<file path="config.mk">
export PLATFORM = sky130hd
export DESIGN_NAME = wb_port_arbiter_flat
export DESIGN_NICKNAME = d
export VERILOG_FILES = /design/src/rtl/wb_port_arbiter_if.sv /design/src/rtl/wb_port_arbiter.sv /design/src/flat_wrapper.sv
export SDC_FILE = /design/constraint.sdc
export NUM_CORES = 1
export LEC_CHECK = 0
export ABC_CLOCK_PERIOD_IN_PS = 2950
export CAP_MARGIN = 20
export CORE_MARGIN = 10
export CORE_UTILIZATION = 40
export CTS_CLUSTER_DIAMETER = 120
export DETAILED_ROUTE_END_ITERATION = 7
export PLACE_DENSITY_LB_ADDON = 0.08
export SYNTH_ARGS = -nofsm -noshare
export SYNTH_HDL_FRONTEND = slang
export SYNTH_SLANG_ARGS = --single-unit
</file>
<file path="constraint.sdc">
create_clock -name clk -period 2.95 [get_ports clk]
set_input_delay 0.59 -clock clk [delete_from_list [all_inputs] [get_ports clk]]
set_output_delay 0.59 -clock clk [all_outputs]
set_load 0.01 [all_outputs]
</file>
<file path="src/rtl/wb_port_arbiter_if.sv">
// Handshake and write-port bundle shared by the WB stage, the MDU result
// path and the register-file write port of wb_port_arbiter.
interface wb_port_arbiter_if #(
  parameter int unsigned DBITS      = 32,
  parameter int unsigned REGNOBITS  = 5,
  parameter int unsigned FIFO_DEPTH = 2
);
  logic                               pipe_valid;
  logic                               pipe_wr_reg;
  logic [REGNOBITS-1:0]               pipe_wregno;
  logic [DBITS-1:0]                   pipe_regval;
  logic                               pipe_ready;
  logic                               mdu_valid;
  logic [REGNOBITS-1:0]               mdu_wregno;
  logic [DBITS-1:0]                   mdu_regval;
  logic                               mdu_ready;
  logic                               rf_we;
  logic [REGNOBITS-1:0]               rf_wregno;
  logic [DBITS-1:0]                   rf_wdata;
  logic [$clog2(FIFO_DEPTH+1)-1:0]    mdu_pending;

  modport master (
    output pipe_valid, pipe_wr_reg, pipe_wregno, pipe_regval,
    output mdu_valid, mdu_wregno, mdu_regval,
    input  pipe_ready, mdu_ready, rf_we, rf_wregno, rf_wdata, mdu_pending
  );

  modport slave (
    input  pipe_valid, pipe_wr_reg, pipe_wregno, pipe_regval,
    input  mdu_valid, mdu_wregno, mdu_regval,
    output pipe_ready, mdu_ready, rf_we, rf_wregno, rf_wdata, mdu_pending
  );
endinterface

</file>
<file path="src/rtl/wb_port_arbiter.sv">
// Shares the register-file write port between the in-order WB stage and a
// small FIFO of MDU results; stalls WB when the buffered MDU result must win.
module wb_port_arbiter #(
  parameter int unsigned DBITS        = 32,
  parameter int unsigned REGNOBITS    = 5,
  parameter int unsigned FIFO_DEPTH   = 2,
  parameter int unsigned STARVE_LIMIT = 4
) (
  input  logic             clk,
  input  logic             reset,
  wb_port_arbiter_if.slave bus
);

  localparam int unsigned CW = $clog2(FIFO_DEPTH + 1);
  localparam int unsigned PW = (FIFO_DEPTH > 1) ? $clog2(FIFO_DEPTH) : 1;
  localparam int unsigned SW = $clog2(STARVE_LIMIT + 1);

  logic [REGNOBITS-1:0] fifo_regno [FIFO_DEPTH];
  logic [DBITS-1:0]     fifo_data  [FIFO_DEPTH];
  logic [PW-1:0]        rd_ptr, wr_ptr;
  logic [CW-1:0]        count;
  logic [SW-1:0]        starve_cnt;

  logic                 head_valid, full, need_pipe, starved, mdu_wins;
  logic                 grant_mdu, grant_pipe, push, pop;
  logic [REGNOBITS-1:0] head_regno;
  logic [DBITS-1:0]     head_data;

  always_comb begin
    head_valid = (count != '0);
    full       = (count == CW'(FIFO_DEPTH));
    head_regno = fifo_regno[rd_ptr];
    head_data  = fifo_data[rd_ptr];
    need_pipe  = bus.pipe_valid && bus.pipe_wr_reg && (bus.pipe_wregno != '0);
    starved    = (starve_cnt >= SW'(STARVE_LIMIT));
    // Same-register match forces the older MDU write first to keep program order.
    mdu_wins   = need_pipe && head_valid &&
                 (starved || full || (head_regno == bus.pipe_wregno));
    grant_mdu  = need_pipe ? mdu_wins : head_valid;
    grant_pipe = need_pipe && !mdu_wins;
    push       = bus.mdu_valid && !full;
    pop        = grant_mdu;
  end

  assign bus.pipe_ready  = !mdu_wins;
  assign bus.mdu_ready   = !full;
  assign bus.mdu_pending = count;

  always_ff @(posedge clk) begin
    if (push) begin
      fifo_regno[wr_ptr] <= bus.mdu_wregno;
      fifo_data[wr_ptr]  <= bus.mdu_regval;
    end
  end

  always_ff @(posedge clk or negedge reset) begin
    if (!reset) begin
      rd_ptr     <= '0;
      wr_ptr     <= '0;
      count      <= '0;
      starve_cnt <= '0;
    end else begin
      if (push)
        wr_ptr <= (wr_ptr == PW'(FIFO_DEPTH - 1)) ? '0 : wr_ptr + PW'(1);
      if (pop)
        rd_ptr <= (rd_ptr == PW'(FIFO_DEPTH - 1)) ? '0 : rd_ptr + PW'(1);
      if (push && !pop)
        count <= count + CW'(1);
      else if (pop && !push)
        count <= count - CW'(1);
      if (!head_valid || grant_mdu)
        starve_cnt <= '0;
      else if (!starved)
        starve_cnt <= starve_cnt + SW'(1);
    end
  end

  always_ff @(posedge clk or negedge reset) begin
    if (!reset) begin
      bus.rf_we     <= 1'b0;
      bus.rf_wregno <= '0;
      bus.rf_wdata  <= '0;
    end else begin
      bus.rf_we <= grant_pipe || (grant_mdu && (head_regno != '0));
      if (grant_pipe) begin
        bus.rf_wregno <= bus.pipe_wregno;
        bus.rf_wdata  <= bus.pipe_regval;
      end else if (grant_mdu && (head_regno != '0)) begin
        bus.rf_wregno <= head_regno;
        bus.rf_wdata  <= head_data;
      end
    end
  end

endmodule

</file>
<file path="src/flat_wrapper.sv">
// flat-port wrapper written by rule: the top's interface ports become plain ports
module wb_port_arbiter_flat 
#(
  parameter int unsigned DBITS        = 32,
  parameter int unsigned REGNOBITS    = 5,
  parameter int unsigned FIFO_DEPTH   = 2,
  parameter int unsigned STARVE_LIMIT = 4
)
  (clk, reset, bus_pipe_valid, bus_pipe_wr_reg, bus_pipe_wregno, bus_pipe_regval, bus_mdu_valid, bus_mdu_wregno, bus_mdu_regval, bus_pipe_ready, bus_mdu_ready, bus_rf_we, bus_rf_wregno, bus_rf_wdata, bus_mdu_pending);
  wb_port_arbiter_if #(.DBITS(DBITS), .REGNOBITS(REGNOBITS), .FIFO_DEPTH(FIFO_DEPTH)) bus_i ();
  input  logic clk;
  input  logic reset;
  input wire logic [$bits(bus_i.pipe_valid)-1:0] bus_pipe_valid;
  input wire logic [$bits(bus_i.pipe_wr_reg)-1:0] bus_pipe_wr_reg;
  input wire logic [$bits(bus_i.pipe_wregno)-1:0] bus_pipe_wregno;
  input wire logic [$bits(bus_i.pipe_regval)-1:0] bus_pipe_regval;
  input wire logic [$bits(bus_i.mdu_valid)-1:0] bus_mdu_valid;
  input wire logic [$bits(bus_i.mdu_wregno)-1:0] bus_mdu_wregno;
  input wire logic [$bits(bus_i.mdu_regval)-1:0] bus_mdu_regval;
  output wire logic [$bits(bus_i.pipe_ready)-1:0] bus_pipe_ready;
  output wire logic [$bits(bus_i.mdu_ready)-1:0] bus_mdu_ready;
  output wire logic [$bits(bus_i.rf_we)-1:0] bus_rf_we;
  output wire logic [$bits(bus_i.rf_wregno)-1:0] bus_rf_wregno;
  output wire logic [$bits(bus_i.rf_wdata)-1:0] bus_rf_wdata;
  output wire logic [$bits(bus_i.mdu_pending)-1:0] bus_mdu_pending;
  assign bus_i.pipe_valid = bus_pipe_valid;
  assign bus_i.pipe_wr_reg = bus_pipe_wr_reg;
  assign bus_i.pipe_wregno = bus_pipe_wregno;
  assign bus_i.pipe_regval = bus_pipe_regval;
  assign bus_i.mdu_valid = bus_mdu_valid;
  assign bus_i.mdu_wregno = bus_mdu_wregno;
  assign bus_i.mdu_regval = bus_mdu_regval;
  assign bus_pipe_ready = bus_i.pipe_ready;
  assign bus_mdu_ready = bus_i.mdu_ready;
  assign bus_rf_we = bus_i.rf_we;
  assign bus_rf_wregno = bus_i.rf_wregno;
  assign bus_rf_wdata = bus_i.rf_wdata;
  assign bus_mdu_pending = bus_i.mdu_pending;
  wb_port_arbiter #(.DBITS(DBITS), .REGNOBITS(REGNOBITS), .FIFO_DEPTH(FIFO_DEPTH), .STARVE_LIMIT(STARVE_LIMIT)) u_core (.clk(clk), .reset(reset), .bus(bus_i));
endmodule
</file>
# [Yosys cells after proc, flatten, opt, wreduce, memory -nomap -nowiden]
# Memory sizes are Yosys's and may differ from the RTL's.
# Index checks and enable logic that the tools add are counted.
[classes] n_addsub=5 multipliers=0 div_mod_pow=0 order_cmp=1 n_eq_ne=3 n_shift=0 n_mux=13 bitwise_logic=0 reduce_logical=23
[op_table] operator="2-to-1 mux 32 bit" n=2
[op_table] operator="2-to-1 mux 5 bit" n=2
[op_table] operator="nonzero test 5 bit" n=2
[op_table] operator="logical AND 1 bit" n=9
[op_table] operator="2-to-1 mux 3 bit" n=2
[op_table] operator="nonzero test 2 bit" n=3
[op_table] operator="== test 5 bit" n=1
[op_table] operator="zero test 1 bit" n=5
[op_table] operator="2-to-1 mux 1 bit" n=5
[op_table] operator="logical OR 1 bit" n=4
[op_table] operator="2-to-1 mux 2 bit" n=2
[op_table] operator="adder 3 x 1 -> 3 bit (second input constant)" n=1
[op_table] operator=">= comparator 3 bit (second input constant)" n=1
[op_table] operator="adder 1 bit (second input constant)" n=2
[op_table] operator="adder 2 x 1 -> 2 bit (second input constant)" n=1
[op_table] operator="== test 2 bit (second input constant)" n=1
[op_table] operator="inequality test 2 bit (second input constant)" n=1
[op_table] operator="subtractor 2 x 1 -> 2 bit (second input constant)" n=1
[word_totals] regBits=45 latchBits=0 ramBits=74 mem_bits_ro=0 in_bits=79 out_inout_bits=42 word_cells=54 memories=2
[memory_table] name="u_core.fifo_data" words=2 width=32 read_ports=1 rd_ports_with_merged_regs=0 wr=1 line_no="wb_port_arbiter.sv:19" source="logic [DBITS-1:0] fifo_data [FIFO_DEPTH];"
[memory_table] name="u_core.fifo_regno" words=2 width=5 read_ports=1 rd_ports_with_merged_regs=0 wr=1 line_no="wb_port_arbiter.sv:18" source="logic [REGNOBITS-1:0] fifo_regno [FIFO_DEPTH];"

# [Depth between registers and ports, before layout]
[logic_depth] word_depth=8 depth_mapped=12 depth_no_buf=9

# [Least setup slack after synthesis]
# OpenSTA, ideal clock, no wires.
[synth_timing] path_kind="register -> register" startpoint="reg u_core.count[0], in the netlist u_core.bus.mdu_pending[0]" endpoint="mem u_core.fifo_data[0][0] (enable)" setup_ns=0.431 t_arrival_ns=2.356 required_ns=2.519 setup_slack_ns=0.163 path_stages_with_launch=4 path_buffers=0 period_less_slack_ns=2.787 path_cell_list="dfrtp_1 nand2b_1 nand2_1 nor2_1"
[synth_via] elab_chain_cells=5
[synth_lines] element="start, declared" line_no="wb_port_arbiter.sv:21" source="logic [CW-1:0] count;"
[synth_lines] element="start signal, assigned" line_no="wb_port_arbiter.sv:68" source="count <= count + CW'(1);"
[synth_lines] element="start signal, assigned" line_no="wb_port_arbiter.sv:70" source="count <= count - CW'(1);"
[synth_lines] element="== test 2 bit" line_no="wb_port_arbiter.sv:31" source="full = (count == CW'(FIFO_DEPTH));"
[synth_lines] element="zero test 1 bit"
[synth_lines] element="via bus_mdu_ready" line_no="flat_wrapper.sv:21" source="output wire logic [$bits(bus_i.mdu_ready)-1:0] bus_mdu_ready;"
[synth_lines] element="logical AND 1 bit" line_no="wb_port_arbiter.sv:41" source="push = bus.mdu_valid && !full;"
[synth_lines] element="2-to-1 mux 1 bit" line_no="wb_port_arbiter.sv:50" source="if (push) begin"
[synth_lines] element="2-to-1 mux 1 bit (implied by the code)" line_no="wb_port_arbiter.sv:52" source="fifo_data[wr_ptr] <= bus.mdu_regval;"
[synth_lines] element="end, declared" line_no="wb_port_arbiter.sv:19"
# The timed path passes the listed nets, and every way through them passes these cells.

# [Worst setup path after layout]
[layout_timing] startpoint="in bus_pipe_wregno[0]" endpoint="out bus_pipe_ready"
[layout_via] elab_chain_cells=5 word_cells_on_any_way=7 cone_classes="eq/ne: 1; reduce/logical: 6"
[layout_lines] element="start, declared" line_no="flat_wrapper.sv:15" source="input wire logic [$bits(bus_i.pipe_wregno)-1:0] bus_pipe_wregno;"
[layout_lines] element="nonzero test 5 bit" line_no="wb_port_arbiter.sv:34" source="need_pipe = bus.pipe_valid && bus.pipe_wr_reg && (bus.pipe_wregno != '0);"
[layout_lines] element="logical AND 1 bit" line_no="wb_port_arbiter.sv:34"
[layout_lines] element="logical AND 1 bit" line_no="wb_port_arbiter.sv:37" source="mdu_wins = need_pipe && head_valid &&"
[layout_lines] element="logical AND 1 bit *" line_no="wb_port_arbiter.sv:37"
[layout_lines] element="zero test 1 bit *" line_no="wb_port_arbiter.sv:45" source="assign bus.pipe_ready = !mdu_wins;"
[layout_lines] element="end, declared" line_no="flat_wrapper.sv:20" source="output wire logic [$bits(bus_i.pipe_ready)-1:0] bus_pipe_ready;"
# Mark *: on every way between the ends. The rest lies on a longest branch, timed or not.

==> impl_metrics.env <==
export IMPL_status="complete, no violations"
export IMPL_drt_total_wl_um=12600
export IMPL_syn_inst=373
export IMPL_hpwl_um=8710
export IMPL_layout_commonest_cell="clkdlybuf4s50_1"
export IMPL_fp_row_count=41
export IMPL_track_usage_pct=14.8
export IMPL_internal_power_mw=5.82
export IMPL_startpoint_type="input port"
export IMPL_numClockSinks=119
export IMPL_grt_pass1_wl_um=20500
export IMPL_layout_common_cells="118 x clkdlybuf4s50_1, 76 x nand2_1, 74 x edfxtp_1"
export IMPL_dieArea_um2=17700
export IMPL_cp_arrival_ns=2.24
export IMPL_grt_max_degree=38
export IMPL_viasPerCell=4.94
export IMPL_htree_levels=4
export IMPL_synth_seq_area_share_pct=65.7
export IMPL_r2r_start="u_core.rd_ptr"
export IMPL_drt_pass1_iterations=4
export IMPL_initial_core_util_pct=40.6
export IMPL_clock_root_buffer="clkbuf_16"
export IMPL_power_switching_mw=2.50
export IMPL_ys_warn_count=0
export IMPL_n_antenna_cell=0
export IMPL_syn_area_um2=5100
export IMPL_place_congestion=0.741
export IMPL_drive_gt1_share_pct=24.2
export IMPL_nets=602
export IMPL_hold_viol=0
export IMPL_clock_power_share_pct=28.7
export IMPL_clockBufferDepth=2
export IMPL_timing_clock_skew_ns=0.00736
export IMPL_finish_utilization_pct=59.4
export IMPL_drv_cap=0
export IMPL_synth_top_cell_area_share_pct=43.6
export IMPL_fmax_ghz=0.354
export IMPL_vias=3480
export IMPL_antenna_found_initial=0
export IMPL_worst_pin_slew_ns=0.499
export IMPL_path_class="in2out"
export IMPL_hp_class="in2async"
export IMPL_pwr_share_seq_pct=31.3
export IMPL_max_slew_margin_pct=66.7
export IMPL_drtIter0Drc=187
export IMPL_ys_ff_latch=119
export IMPL_io_pins=121
export IMPL_peakVddDrop_v=0.000588
export IMPL_finalPower_mw=8.32
export IMPL_drc_errors=0
export IMPL_r2r_slack_ns=0.75
export IMPL_die_w_um=133
export IMPL_end_kind="primary output"
export IMPL_wl_per_cell_um=17.8
export IMPL_syn_area_per_cell_um2=13.7
export IMPL_synth_nets=455
export IMPL_whs_ns=0.0521
export IMPL_setup_viol=0
export IMPL_die_h_um=133
export IMPL_p_leak_nw=2.92
export IMPL_drv_slew=0
export IMPL_core_um2=12600
export IMPL_clock_latency_ns=0.41
export IMPL_power_frac_comb_pct=40.0
export IMPL_ant_nets=0
export IMPL_cts_buffers=17
export IMPL_grt_pass1_vias=3930
export IMPL_cp_max_fo=3
export IMPL_grt_overflow=0
export IMPL_portBuffers=120
export IMPL_synth_area_leaders="edfxtp_1 44%, dfrtp_1 22%, mux2_2 7.1%, nand2_1 5.6%, o211ai_2 4.9%"
export IMPL_fin_crit_sh_pct=95.9
export IMPL_synthDistinctLibCells=35
export IMPL_area_delta_synth_final_pct=46.5
export IMPL_synth_largest_area_cell="edfxtp_1"
export IMPL_required_ns=2.36
export IMPL_rsz0062_at_grt="no"
export IMPL_tritoncts="built"
export IMPL_final_min_clock_period_ns=2.83
export IMPL_r2r_cells=9
export IMPL_p_sw_share_pct=30.1
export IMPL_r2r_end="u_core.bus.rf_wregno[1]"
export IMPL_cts_reportedPaths_clkPinSlew_ns=0.05
export IMPL_power_density_nw_per_um2=1110
## critical path, stage by stage
cell and delay (ns):
clkdlybuf4s50_1 0.45, or4_4 0.56, o211a_1 0.24, nand2_1 0.10
dlygate4sd2_1 0.29
## cell usage after synthesis, drive strengths merged
| library cell | instances |
|---|---|
| xnor2 | 4 |
| o21ba | 1 |
| xor2 | 6 |
| inv | 4 |
| nand2 | 76 |
| dfrtp | 45 |
| mux2i | 5 |
| mux2 | 32 |
| o2111ai | 1 |
| clkbuf | 9 |
| or2 | 1 |
| o211ai | 37 |
| a21oi | 1 |
| ha | 3 |
| nor2b | 1 |
| nor3 | 2 |
| o21ai | 1 |
| and3 | 5 |
| a21o | 1 |
| or2b | 1 |
| edfxtp | 74 |
| nand3 | 33 |
| nor2 | 5 |
| a31oi | 1 |
| o211a | 2 |
| nand3b | 2 |
| a21boi | 1 |
| nand2b | 3 |
| or4 | 1 |
| and2 | 1 |
| buf | 14 |
## power groups by stage
stage                     sequential (mW)  combinational [mW]  clock (mW)
after floorplan                      2.73                1.75           0
after global placement               2.62                3.27           0
after detailed placement             2.64                3.30           0
after CTS                            2.62                3.34        2.43
after global routing                 2.66                3.66        2.50
final                                2.60                3.33        2.38
## sequential cells by signal, indices dropped and copies added (netlist names)
| signal | flops |
|---|---|
| u_core.bus.mdu_pending | 2 |
| u_core.bus.rf_wdata | 32 |
| u_core.bus.rf_we | 1 |
| u_core.bus.rf_wregno | 5 |
| u_core.fifo_data | 64 |
| u_core.fifo_regno | 10 |
| u_core.rd_ptr | 1 |
| u_core.starve_cnt | 3 |
| u_core.wr_ptr | 1 |
## layout make-up
| cell class | instances | area, um^2 |
|---|---|---|
| multi-input combinational | 227 | 1650 |
| clock buffer | 24 | 502 |
| clock inverter | 8 | 189 |
| inverter | 4 | 15.0 |
| sequential | 119 | 3350 |
| tap | 172 | 215 |
| timing repair buffer | 151 | 1550 |
| fill | 1014 | 5100 |
## per-stage QoR
step,worst slack [ns],cells,area [um^2],TNS (ns)
floorplan,0.163,373,5100,0
global placement,-0.145,672,6720,-0.145
detailed placement,-0.153,672,6720,-0.153
CTS,0.116,704,7430,0
global route,0.0414,705,7470,0
finish,0.122,705,7470,0
## worst max path at each step
| stage | slack [ns] | start | endpoint | cells past startpoint |
|---|---|---|---|---|
| global route | 0.04 | bus_pipe_wregno[0] | bus_pipe_ready | 5 |
| CTS | 0.12 | bus_pipe_wregno[0] | bus_pipe_ready | 5 |
| floorplan | 0.16 | u_core.bus.mdu_pending[0] | u_core.fifo_data[0][0] | 3 |
| global placement | -0.14 | bus_pipe_wregno[0] | bus_pipe_ready | 5 |
| finish | 0.12 | bus_pipe_wregno[0] | bus_pipe_ready | 5 |
| detailed placement | -0.15 | bus_pipe_wregno[0] | bus_pipe_ready | 5 |
## timing repair
item                                    CTS  global route
hold buffers                              0             0
buffers inserted                          0             1
resized for setup                         6             3
endpoints found under the setup margin    1             1
## metal layers
layer  share of wire (%)  global-route usage, %  up-vias  wire length, um
met5                   0                      0        -                0
met4                 1.3                   5.75        0              167
met3                 7.6                   6.51       16              952
met2                  50                   24.6       91             6330
met1                  41                   16.4     1716             5120
li1                    -                      -     1657                -
## kinds of logic (layout without fill, tap and decap cells)
group | after synthesis | count (layout) | share of synthesized area (%)
simple gates | 131 | 131 | 11.7
flops | 119 | 119 | 65.7
compound gates | 46 | 46 | 8.91
mux | 37 | 37 | 8.05
buf+inv | 27 | 187 | 3.22
xor+xnor | 10 | 10 | 1.72
fa+ha+maj | 3 | 3 | 0.736
No activity file was read; power rests on OpenSTA's default activity.
